## config.mk

```make
export PLATFORM = sky130hd
export DESIGN_NAME = cop0_exc_unit
export DESIGN_NICKNAME = d
export VERILOG_FILES = /design/src/rtl/cop0_exc_unit.sv
export SDC_FILE = /design/constraint.sdc
export NUM_CORES = 1
export LEC_CHECK = 0
export CAP_MARGIN = 20
export CORE_MARGIN = 2
export CORE_UTILIZATION = 35
export CTS_BUF_LIST = sky130_fd_sc_hd__clkbuf_2
export DETAILED_ROUTE_END_ITERATION = 7
export GPL_TIMING_DRIVEN = 0
export PLACE_DENSITY_LB_ADDON = 0.3
export SYNTH_ARGS = -nofsm -noshare
export SYNTH_HDL_FRONTEND = slang
export SYNTH_SLANG_ARGS = --single-unit
export TNS_END_PERCENT = 10
```

## constraint.sdc

```tcl
create_clock -name clk -period 4.03 [get_ports clk]
set_input_delay 1.209 -clock clk [delete_from_list [all_inputs] [get_ports clk]]
set_output_delay 1.209 -clock clk [all_outputs]
set_load 0.03 [all_outputs]
```

## src/rtl/cop0_exc_unit.sv

```systemverilog
// MIPS Coprocessor 0: BadVAddr/Count/Compare/SR/Cause/EPC, exception and interrupt
// prioritisation, and the kernel entry/ERET redirect-and-flush sequencer.
module cop0_exc_unit #(
    parameter int                 N_EXC        = 3,
    parameter logic [N_EXC*5-1:0] EXC_CODES    = {5'd12, 5'd10, 5'd8},
    parameter logic [N_EXC-1:0]   BADADDR_MASK = '0,
    parameter int                 N_IRQ        = 5,
    parameter logic [31:0]        KERNEL_VEC   = 32'h8000_0180,
    parameter int                 FLUSH_CYCLES = 2
) (
    input  logic                                clk,
    input  logic                                reset,
    input  logic                                mtc0_en,
    input  logic [4:0]                          wreg,
    input  logic [31:0]                         wdata,
    input  logic [4:0]                          rreg,
    output logic [31:0]                         rdata,
    input  logic [N_EXC-1:0]                    exc_req,
    input  logic [31:0]                         exc_pc,
    input  logic [31:0]                         exc_badaddr,
    input  logic [((N_IRQ > 0) ? N_IRQ : 1)-1:0] irq,
    input  logic                                eret,
    output logic                                redirect,
    output logic [31:0]                         redirect_pc,
    output logic                                flush,
    output logic                                kernel_mode,
    output logic [31:0]                         epc
);

    typedef enum logic {S_IDLE, S_FLUSH} state_t;

    state_t      state_q, state_d;
    logic [2:0]  flush_cnt_q, flush_cnt_d;
    logic        redirect_q, redirect_d;
    logic [31:0] redirect_pc_q, redirect_pc_d;

    logic [31:0] badvaddr_q, badvaddr_d;
    logic [31:0] count_q, count_d;
    logic [31:0] compare_q, compare_d;
    logic [31:0] epc_q, epc_d;
    logic        sr_ie_q, sr_ie_d;
    logic        sr_exl_q, sr_exl_d;
    logic        sr_um_q, sr_um_d;
    logic [7:0]  sr_im_q, sr_im_d;
    logic [4:0]  exccode_q, exccode_d;
    logic [1:0]  ip_sw_q, ip_sw_d;
    logic [4:0]  ip_irq_q, ip_irq_d;
    logic        timer_q, timer_d;

    logic [7:0]  ip;
    logic        irq_pend;
    logic        exc_any;
    logic [4:0]  exc_code_sel;
    logic        exc_ld_bad;
    logic        wr_count, wr_compare, wr_sr, wr_cause, wr_epc;

    // External lines land on IP[6:2]; unused positions stay zero.
    for (genvar k = 0; k < 5; k++) begin : g_irq_map
        if (k < N_IRQ) begin : g_used
            assign ip_irq_d[k] = irq[k];
        end else begin : g_unused
            assign ip_irq_d[k] = 1'b0;
        end
    end

    assign ip       = {timer_q, ip_irq_q, ip_sw_q};
    assign irq_pend = sr_ie_q & ~sr_exl_q & |(ip & sr_im_q);
    assign exc_any  = |exc_req;

    assign wr_count   = mtc0_en && (wreg == 5'd9);
    assign wr_compare = mtc0_en && (wreg == 5'd11);
    assign wr_sr      = mtc0_en && (wreg == 5'd12);
    assign wr_cause   = mtc0_en && (wreg == 5'd13);
    assign wr_epc     = mtc0_en && (wreg == 5'd14);

    // Walk from the lowest-priority source upward so the lowest set index wins.
    always_comb begin
        exc_code_sel = 5'd0;
        exc_ld_bad   = 1'b0;
        for (int i = N_EXC - 1; i >= 0; i--) begin
            if (exc_req[i]) begin
                exc_code_sel = EXC_CODES[i*5 +: 5];
                exc_ld_bad   = BADADDR_MASK[i];
            end
        end
    end

    always_comb begin
        // NOTE: every variable gets a default first so no path leaves one unassigned (no latches).
        count_d       = wr_count ? wdata : count_q + 32'd1;
        compare_d     = wr_compare ? wdata : compare_q;
        timer_d       = wr_compare ? 1'b0 : (timer_q | (count_q == compare_q));
        sr_ie_d       = wr_sr ? wdata[0] : sr_ie_q;
        sr_exl_d      = wr_sr ? wdata[1] : sr_exl_q;
        sr_um_d       = wr_sr ? wdata[4] : sr_um_q;
        sr_im_d       = wr_sr ? wdata[15:8] : sr_im_q;
        ip_sw_d       = wr_cause ? wdata[9:8] : ip_sw_q;
        epc_d         = wr_epc ? wdata : epc_q;
        badvaddr_d    = badvaddr_q;
        exccode_d     = exccode_q;
        redirect_d    = 1'b0;
        redirect_pc_d = redirect_pc_q;
        state_d       = state_q;
        flush_cnt_d   = flush_cnt_q;

        unique case (state_q)
            S_IDLE: begin
                if (exc_any || irq_pend || eret) begin
                    redirect_d  = 1'b1;
                    state_d     = S_FLUSH;
                    flush_cnt_d = 3'(FLUSH_CYCLES - 1);
                    if (exc_any) begin
                        exccode_d = exc_code_sel;
                        if (!sr_exl_q) epc_d = exc_pc;
                        if (exc_ld_bad) badvaddr_d = exc_badaddr;
                        sr_exl_d      = 1'b1;
                        redirect_pc_d = KERNEL_VEC;
                    end else if (irq_pend) begin
                        exccode_d     = 5'd0;
                        epc_d         = exc_pc;
                        sr_exl_d      = 1'b1;
                        redirect_pc_d = KERNEL_VEC;
                    end else begin
                        sr_exl_d      = 1'b0;
                        redirect_pc_d = epc_q;
                    end
                end
            end
            S_FLUSH: begin
                if (flush_cnt_q == 3'd0) state_d = S_IDLE;
                else flush_cnt_d = flush_cnt_q - 3'd1;
            end
            default: state_d = S_IDLE;
        endcase
    end

    always_ff @(posedge clk) begin
        // NOTE: sequential state uses non-blocking assignments so all registers update together.
        if (reset) begin
            state_q       <= S_IDLE;
            flush_cnt_q   <= 3'd0;
            redirect_q    <= 1'b0;
            redirect_pc_q <= 32'd0;
            badvaddr_q    <= 32'd0;
            count_q       <= 32'd0;
            compare_q     <= 32'd0;
            epc_q         <= 32'd0;
            sr_ie_q       <= 1'b0;
            sr_exl_q      <= 1'b0;
            sr_um_q       <= 1'b1;
            sr_im_q       <= 8'd0;
            exccode_q     <= 5'd0;
            ip_sw_q       <= 2'd0;
            ip_irq_q      <= 5'd0;
            timer_q       <= 1'b0;
        end else begin
            state_q       <= state_d;
            flush_cnt_q   <= flush_cnt_d;
            redirect_q    <= redirect_d;
            redirect_pc_q <= redirect_pc_d;
            badvaddr_q    <= badvaddr_d;
            count_q       <= count_d;
            compare_q     <= compare_d;
            epc_q         <= epc_d;
            sr_ie_q       <= sr_ie_d;
            sr_exl_q      <= sr_exl_d;
            sr_um_q       <= sr_um_d;
            sr_im_q       <= sr_im_d;
            exccode_q     <= exccode_d;
            ip_sw_q       <= ip_sw_d;
            ip_irq_q      <= ip_irq_d;
            timer_q       <= timer_d;
        end
    end

    always_comb begin
        unique case (rreg)
            5'd8:    rdata = badvaddr_q;
            5'd9:    rdata = count_q;
            5'd11:   rdata = compare_q;
            5'd12:   rdata = {16'd0, sr_im_q, 3'd0, sr_um_q, 2'd0, sr_exl_q, sr_ie_q};
            5'd13:   rdata = {16'd0, ip, 1'b0, exccode_q, 2'd0};
            5'd14:   rdata = epc_q;
            default: rdata = 32'd0;
        endcase
    end

    assign redirect    = redirect_q;
    assign redirect_pc = redirect_pc_q;
    assign flush       = (state_q == S_FLUSH);
    assign kernel_mode = ~sr_um_q | sr_exl_q;
    assign epc         = epc_q;

endmodule

```

==> flow_summary.toml, run 1 <==
[status]
status = "complete, but fails checks"
violations = "negative setup slack"

[timing]
hold_violations = 0
min_period_ns = 4.031
max_slew.worst_pin.slew_ns = 0.9152
slew_viol_final = 0
setup_viol = 1
clock.fmax_ghz = 0.2481
slew_headroom_pct = 38.99
clock_skew_ns = 0.03261
period_share_pct = 100.0
whs_ns = 0.5021
rsz0062_at_grt = "yes"
setup_slack_ns = -0.0008129

[worst_setup_path]
required_ns = 2.82
crit_slowest_cell = "nor3b_4"
start_kind = "input port"
cp_max_fo = 5
cp-end-kind = "output port"
arrival_ns = 2.82
crit_type = "input port to output port"
max_stage_delay_ns = 0.39
path_cells = "dlygate4sd2_1 > nand3b_1 > nor3b_4 > clkbuf_8 > nand2_1 > o211ai_1 > buf_4"

[synthesis]
syn_inst = 837
synth_most_common_cell = "dfxtp_1"
synth_commonest_cells = "dfxtp_1 (155), nand2_1 (112), nor2_1 (68)"
ys_ff_latch = 155
synth_top_area_cell = "dfxtp_1"
synth_flop_cell = "dfxtp_1"
synth_edf_count = 0
yosysSeqAreaShare_pct = 41.69
netlist.area_leader.share_pct = 41.69
synth_cell_types = 53
synth_area_leaders = "dfxtp_1 (42%), mux2i_1 (7.3%), a22o_1 (5.8%)"
synth_nets = 958
netlist_area_um2 = 7442
synth_warnings = 0
async_reset_ff_share_pct = 0
syn_avg_cell_area_um2 = 8.891

[worst_hold_path]
hold_class = "flip-flop to flip-flop"

[floorplanning]
fp-row-count = 53
ioPinCount = 217
die_w_um = 149.8
start_util_pct = 35.51
fp.dieArea_um2 = 22450
core_um2 = 20960
die_h_um = 149.8

[drt]
postRouteAntennaNets = 0
wirelength_um = 27750
dr.pass1.iters = 7
drc = 0
drtIter0Drc = 642
vias_per_cell = 5.466
wl_per_cell_um = 20.76
vias = 7308

[placed_design]
numPortBuffers = 182
dp_hpwl_um = 19660
dp_cells = 1294
place_congestion = 0.9436

[grt]
overflow = 0
track_usage_pct = 24.46
grt_max_degree = 17
grt_pass1_vias = 6874
grt_pass1_wl_um = 40850
antenna_found_initial = 1

[clock_network]
clk_latency_ns = 0.81
clockRootBuffer = "clkbuf_2"
cts_tree = "built"
h-tree-depth = 4
clk_pin_slew_worst_paths_ns = 0.23
clk_path_buf_depth = 2
numCtsBuffers = 17
cts.sink_count = 155

[pwr]
power.total_uw = 3011
power_leakage_uw = 0.003462
peakVddDrop_mv = 0.1507
power_per_cell_area_nw_per_um2 = 299.5

[layout]
finalNonFillerCells = 1337
fill_cells = 2092
num-nets-final = 1169
drive_gt1_share_pct = 13.01
multi_input_area_um2 = 4120
syn_to_final_growth_pct = 35.09
seq_area_um2 = 3103

[run]
cap_viol_max_count = 0
-- cell usage in the layout, fill, tap and decap left out, types with 5 or more instances in the layout --
cell	netlist	layout
clkbuf_1	57	42
buf_6	1	5
buf_1	6	5
a22o_1	49	49
nor2_1	68	65
clkbuf_8	0	9
o21ai_0	18	12
dfxtp_1	155	155
mux2i_1	54	54
clkbuf_2	1	24
nand4_1	14	14
nand3_1	12	12
a22oi_1	7	7
a211oi_1	23	23
nor3_1	14	14
nor2b_1	6	6
buf_2	6	15
buf_4	0	26
clkinv_4	0	5
xor2_1	10	10
mux2_2	11	11
o2bb2ai_1	31	31
nand2_1	112	112
clkdlybuf4s50_1	0	146
a21oi_1	43	43
or3_1	5	5
xnor2_1	48	48
a221o_1	9	9
inv_1	11	11
-- layer usage --
| metal | GRT usage [%] | up-vias | routed length (um) |
|---|---|---|---|
| met5 | 0 | - | 0 |
| met4 | 8.632 | 0 | 859 |
| met3 | 5.305 | 55 | 2041 |
| met2 | 38.65 | 318 | 12730 |
| met1 | 32.95 | 3490 | 12120 |
| li1 | - | 3445 | - |
-- cells by family after synthesis --
kind of cell	share of synthesized area, %
AND/OR/NAND/NOR	17.13
flip-flops	41.69
multiplexers	8.927
XOR/XNOR	6.826
adder cells (fa/ha/maj)	0.5044
AO/OA/AOI/OAI	20.56
buffers and inverters	4.354
-- critical path, delay by kind of cell --
kind	cells	cell delay [ns]
and+or+nand+nor	3	0.76
buffers and inverters	3	0.72
AOI/OAI and AO/OA	1	0.14
-- what timing repair did --
item                       4_1_cts  5_1_grt
setup endpoints to repair       32       25
hold buffers                     0        0
pin swaps                        6        2
buffers inserted                 5        1
resized for setup              263       18
cloned                           4        0
-- state kept, by name, indices dropped and copies added (netlist names) --
signal,flops
compare_q,32
count_q,32
epc,32
redirect_pc,32
sr_im_q,8
ip_irq_q,5
exccode_q,3
flush_cnt_q,3
ip_sw_q,2
flush,1
redirect,1
sr_exl_q,1
sr_ie_q,1
sr_um_q,1
timer_q,1
-- path summary, 6_finish.rpt --
| kind | from | to | slack (ns) | depth (start not counted) |
|---|---|---|---|---|
| setup / recovery | rreg[4] | rdata[5] | -0.0008 | 7 |
| hold / removal | compare_q[14] | compare_q[14] | 0.50 | 2 |
| setup reg to reg | sr_im_q[0] | redirect_pc[23] | 1.35 | 7 |
| hold reg to reg | compare_q[14] | compare_q[14] | 0.50 | 2 |
-- cell type report --
| type | instances | share of cell area (%) |
|---|---|---|
| inverters | 11 | 0.4107 |
| clock buffers | 17 | 0.8463 |
| plain buffers | 70 | 3.821 |
| flip-flops and latches | 155 | 30.86 |
| well taps | 275 | 3.423 |
| repair buffers | 193 | 18.44 |
| clock inverters | 15 | 1.182 |
| diodes | 1 | 0.02489 |
| multi-input cells | 600 | 40.98 |
-- per-stage QoR --
step / cell area [um^2] / util (%) / worst slack [ns] / TNS [ns]
after floorplan: 7442 / - / 0.02441 / 0
after global placement: 9608 / 45.85 / -1.557 / -44.43
after detailed placement: 9608 / 45.85 / -1.584 / -44.35
after CTS: 10010 / 47.78 / 0.002050 / 0
after global routing: 10050 / 47.98 / -0.02074 / -0.04069
final: 10050 / 47.98 / -0.0008129 / -0.0008129
-- where the power goes --
part	total (uW)	internal [uW]	switching (uW)	leakage, uW
combinational	539	235	304	0.00208
sequential	1650	1590	59.7	0.00126
clock	819	175	644	0.000125
Power figures use the tool's default switching activity.
==> inputs of run 2 (changes only) <==
--- a/config.mk
+++ b/config.mk
@@ -6,7 +6,6 @@
 export NUM_CORES = 1
 export LEC_CHECK = 0
 export CAP_MARGIN = 20
-export CORE_MARGIN = 2
 export CORE_UTILIZATION = 35
 export CTS_BUF_LIST = sky130_fd_sc_hd__clkbuf_2
 export DETAILED_ROUTE_END_ITERATION = 7
==> flow_summary.toml, run 2 (synthesized netlist as in run 1, its figures left out) <==
[status]
status = "finished clean"

[drt]
drtIter0Drc = 603
vias = 7276
wirelength_um = 26620
wl_per_cell_um = 19.95
dr.pass1.iters = 5
vias_per_cell = 5.454
postRouteAntennaNets = 0
drc = 0

[clock_network]
clk_path_buf_depth = 2
cts.sink_count = 155
clk_pin_slew_worst_paths_ns = 0.23
clk_latency_ns = 0.75
cts_tree = "built"
numCtsBuffers = 17
h-tree-depth = 4
clockRootBuffer = "clkbuf_2"

[worst_setup_path]
cp_top_family = "buffers and inverters"
required_ns = 2.82
r2r-start = "timer_q"
cp_common_cell = "buf_4"
cp-end-kind = "output port"
max_stage_delay_ns = 0.27
crit_type = "input port to output port"
crit_slowest_cell = "dlygate4sd2_1"
cp_max_fo = 5
arrival_ns = 2.77
crit_buf_inv = 4
start_kind = "input port"
critPathLaunch = "rreg[4]"
path_cells = "dlygate4sd2_1 > nand3b_1 > buf_4 > nor3b_4 > clkbuf_8 > nand2_1 > o211ai_1 > buf_4"

[placed_design]
place_congestion = 0.9103
dp_hpwl_um = 19280
numPortBuffers = 182
place_worst_setup_slack_ns = -1.475

[grt]
track_usage_pct = 24.26
grt_use_met2_pct = 38.18
busiest_layer = "met2"
grtUsageMet3_pct = 5.648
grt_pass1_vias = 6862
grt_use_met1_pct = 32.39
grt_max_degree = 17
antenna_found_initial = 1
grt_pass1_wl_um = 39970
overflow = 0

[pwr]
power.total_uw = 3078
power_leakage_uw = 0.003489
peakVddDrop_mv = 0.1887
power_per_cell_area_nw_per_um2 = 304.3

[timing]
max_slew.worst_pin.slew_ns = 0.9232
setup_slack_ns = 0.05514
period_share_pct = 98.63
setup_viol = 0
clock_skew_ns = 0.03178
min_period_ns = 3.975
hold_violations = 0
slew_viol_final = 0
slew_headroom_pct = 38.45
clock.fmax_ghz = 0.2516
fin_tns_setup_ns = 0
rsz0062_at_grt = "no"

[layout]
fill_cells = 2040
drive_gt1_share_pct = 12.89
seq_area_um2 = 3103
syn_to_final_growth_pct = 35.88
final_cell_mix = "dfxtp_1 (155), clkdlybuf4s50_1 (146), nand2_1 (112)"
num-nets-final = 1171
final_common_cell = "dfxtp_1"
multi_input_area_um2 = 4136

[worst_hold_path]
hold_class = "flip-flop to flip-flop"
hp-start = "exccode_q[3]"

[floorplanning]
fp-row-count = 52
fp.dieArea_um2 = 21850
ioPinCount = 217
start_util_pct = 36.20
core_um2 = 20560
die_h_um = 147.8
die_w_um = 147.8

[run]
cap_viol_max_count = 0
==> run 2: cell types whose count changed in the layout (fill, tap and decap cells not counted), moves of 2 or more <==
cell | previous run | this run
o21ai_2 | 4 | 6
o21ai_0 | 12 | 10
clkbuf_8 | 9 | 11
clkinv_4 | 5 | 2
buf_4 | 26 | 30
bufinv_16 | 0 | 2
clkinv_1 | 1 | 4
buf_2 | 15 | 12
==> run 2: what timing repair did <==
item | CTS | global route
pin swaps | 6 | 2
setup buffers | 8 | 1
endpoints found under the setup margin | 32 | 22
gates resized for setup | 280 | 6
hold buffers | 0 | 0
cloned | 3 | 1
==> run 2: layout make-up <==
type	count	area share, %
diodes	1	0.02475
plain buffers	70	3.860
clock buffers	17	0.8414
clock inverters	15	1.460
inverters	11	0.4083
multi-input cells	600	40.91
flip-flops and latches	155	30.69
well taps	270	3.341
repair buffers	195	18.47
==> run 2: worst paths after layout <==
kind | to | slack (ns) | cells past startpoint
setup / recovery | rdata[3] | 0.06 | 8
hold / removal | exccode_q[3] | 0.50 | 2
setup reg to reg | redirect_pc[30] | 1.34 | 7
hold reg to reg | exccode_q[3] | 0.50 | 2
==> run 2: worst reg2reg max path, cell delays in order, from the launching register on <==
cell and delay, ns:
dfxtp_1 0.40, a22oi_1 0.22, a41o_1 0.42, nand2_1 0.09, nor3_1 0.22, clkbuf_1 0.58
clkbuf_1 0.50, a22o_1 0.21
==> run 2: stage by stage <==
| step | cell area [um^2] | utilization, % | instances | hold WS (ns) |
|---|---|---|---|---|
| after CTS | 10090 | 49.08 | 1331 | 0.4946 |
| after global placement | 9602 | 46.70 | 1289 | 0.4599 |
| after floorplan | 7442 | - | 837 | 0.4544 |
| after detailed placement | 9602 | 46.70 | 1289 | 0.4646 |
| after global routing | 10110 | 49.18 | 1334 | 0.5186 |
| final | 10110 | 49.18 | 1334 | 0.4971 |
==> run 2: metal layers <==
layer  share of wire, %  wire length [um]
met4                2.6               697
met2                 45             11860
met3                8.3              2221
met5                  0                 0
met1                 44             11840
==> run 2: report_power, final <==
group	switching (uW)	leakage, uW	total [uW]	internal (uW)
clock network	603	0.000136	888	285
registers	60.1	0.00126	1650	1590
logic	301	0.00209	537	236
total	964	0.00349	3080	2110
==> inputs of run 3 (changes only) <==
--- a/config.mk
+++ b/config.mk
@@ -7,7 +7,6 @@
 export LEC_CHECK = 0
 export CAP_MARGIN = 20
 export CORE_UTILIZATION = 35
-export CTS_BUF_LIST = sky130_fd_sc_hd__clkbuf_2
 export DETAILED_ROUTE_END_ITERATION = 7
 export GPL_TIMING_DRIVEN = 0
 export PLACE_DENSITY_LB_ADDON = 0.3
==> flow_summary.toml, run 3 (synthesized netlist as in run 1, its figures left out) <==
[status]
status = "finished clean"

[run]
cap_viol_max_count = 0

[placed_design]
dp_cells = 1289
dp_hpwl_um = 19280
place_congestion = 0.9103
numPortBuffers = 182

[clock_network]
clk_pin_slew_worst_paths_ns = 0.06
cts.sink_count = 155
ctsHoldBuffers = 0
numCtsBuffers = 17
h-tree-depth = 4
clk_path_buf_depth = 2
cts_tree = "built"
clk_latency_ns = 0.44
clockRootBuffer = "clkbuf_16"

[timing]
min_period_ns = 3.980
max_slew.worst_pin.slew_ns = 0.9283
clock.fmax_ghz = 0.2513
fin_tns_setup_ns = 0
slew_viol_final = 0
period_share_pct = 98.76
rsz0062_at_grt = "yes"
hold_violations = 0
clock_skew_ns = 0.008763
setup_viol = 0
slew_headroom_pct = 38.11

[layout]
drive_gt1_share_pct = 12.72
num-nets-final = 1169
syn_to_final_growth_pct = 39.83
multi_input_area_um2 = 4084
diodes = 0
final_common_cell = "dfxtp_1"
seq_area_um2 = 3103
fill_cells = 1996
final_cell_mix = "dfxtp_1 (155), clkdlybuf4s50_1 (146), nand2_1 (112)"
finalNonFillerCells = 1331

[floorplanning]
ioPinCount = 217
fp.dieArea_um2 = 21850
die_w_um = 147.8
start_util_pct = 36.20
core_um2 = 20560
die_h_um = 147.8
fp-row-count = 52

[pwr]
pwr-share-clk_pct = 43.5
p_comb_share_pct = 13.8
power_leakage_uw = 0.003606
power_per_cell_area_nw_per_um2 = 371.0
p_int_uw = 2809
peakVddDrop_mv = 0.2593
seqPwrFrac_pct = 42.7
switchingPower_uw = 1052
swShare_pct = 27.24

[drt]
vias = 7395
dr.pass1.iters = 5
drtIter0Drc = 626
drc = 0
postRouteAntennaNets = 0
vias_per_cell = 5.556
wirelength_um = 26860
wl_per_cell_um = 20.18

[grt]
overflow = 0
track_usage_pct = 24.38
grt_max_degree = 17
antenna_found_initial = 0
grt_pass1_wl_um = 39960
grt_pass1_vias = 6836

[worst_hold_path]
hold_path_depth = 1
hold_class = "flip-flop to flip-flop"

[worst_setup_path]
required_ns = 2.82
cp-end-kind = "output port"
r2r_cells = 7
start_kind = "input port"
cp_max_fo = 5
arrival_ns = 2.77
crit_type = "input port to output port"
run 3: cell count changes in the layout (fill, tap and decap cells not counted), sizes merged:
cell and delta:
buf -4, clkbuf -1, clkdlybuf4s15 +9, clkinv -4
diode -1, dlygate4sd2 -2
run 3: stage by stage:
| stage | utilization (%) | hold WS [ns] | instance area, um^2 | power (uW) | setup WS, ns |
|---|---|---|---|---|---|
| after floorplan | - | 0.4544 | 7442 | 1922 | 0.02441 |
| after global placement | 46.70 | 0.4599 | 9602 | 2193 | -1.462 |
| after detailed placement | 46.70 | 0.4646 | 9602 | 2197 | -1.475 |
| after CTS | 50.40 | 0.4788 | 10360 | 3872 | 0.002333 |
| after global routing | 50.61 | 0.4841 | 10410 | 3973 | -0.02470 |
| final | 50.61 | 0.4751 | 10410 | 3861 | 0.05010 |
run 3: path summary, 6_finish.rpt:
| kind | start | to | slack [ns] |
|---|---|---|---|
| setup / recovery | rreg[0] | rdata[26] | 0.05 |
| hold reg to reg | redirect_pc[1] | redirect_pc[1] | 0.48 |
| setup reg to reg | timer_q | redirect_pc[21] | 1.38 |
| hold / removal | redirect_pc[1] | redirect_pc[1] | 0.48 |
run 3: power groups by stage:
stage          clock network (uW)  registers [uW]  logic, uW
6_report                     1680            1650        533
5_1_grt                      1760            1660        562
4_1_cts                      1700            1650        528
3_5_place_dp                    0            1680        515
3_3_place_gp                    0            1680        512
2_1_floorplan                   0            1730        190
run 3: metal layers:
layer  share of wire [%]  track usage (%)  vias up
li1                    -                -     3431
met1                  45            32.62     3565
met2                  45            38.68      363
met3                 8.1            5.741       36
met4                 2.0            7.629        0
met5                   0                0        -
run 3: final cells by class:
cell class / instances / area share (%)
multi-input cells: 600 / 39.25
flip-flops and latches: 155 / 29.82
repair buffers: 193 / 17.79
clock buffers: 21 / 4.617
plain buffers: 70 / 3.607
well taps: 270 / 3.246
clock inverters: 11 / 1.274
inverters: 11 / 0.3968
run 3: critical path, stage by stage:
cell and delay (ns):
clkdlybuf4s15_1 0.23, nand3b_1 0.24, nor2_4 0.17, buf_12 0.14, buf_8 0.12, clkbuf_16 0.14, a22o_1 0.14, nand2_1 0.06
o31ai_2 0.09, buf_4 0.21
run 3: repair_timing:
item / CTS / global route
pin swaps: 4 / 4
buffers inserted: 7 / 3
endpoints found under the setup margin: 32 / 31
cloned: 1 / 0
gates resized for setup: 231 / 17
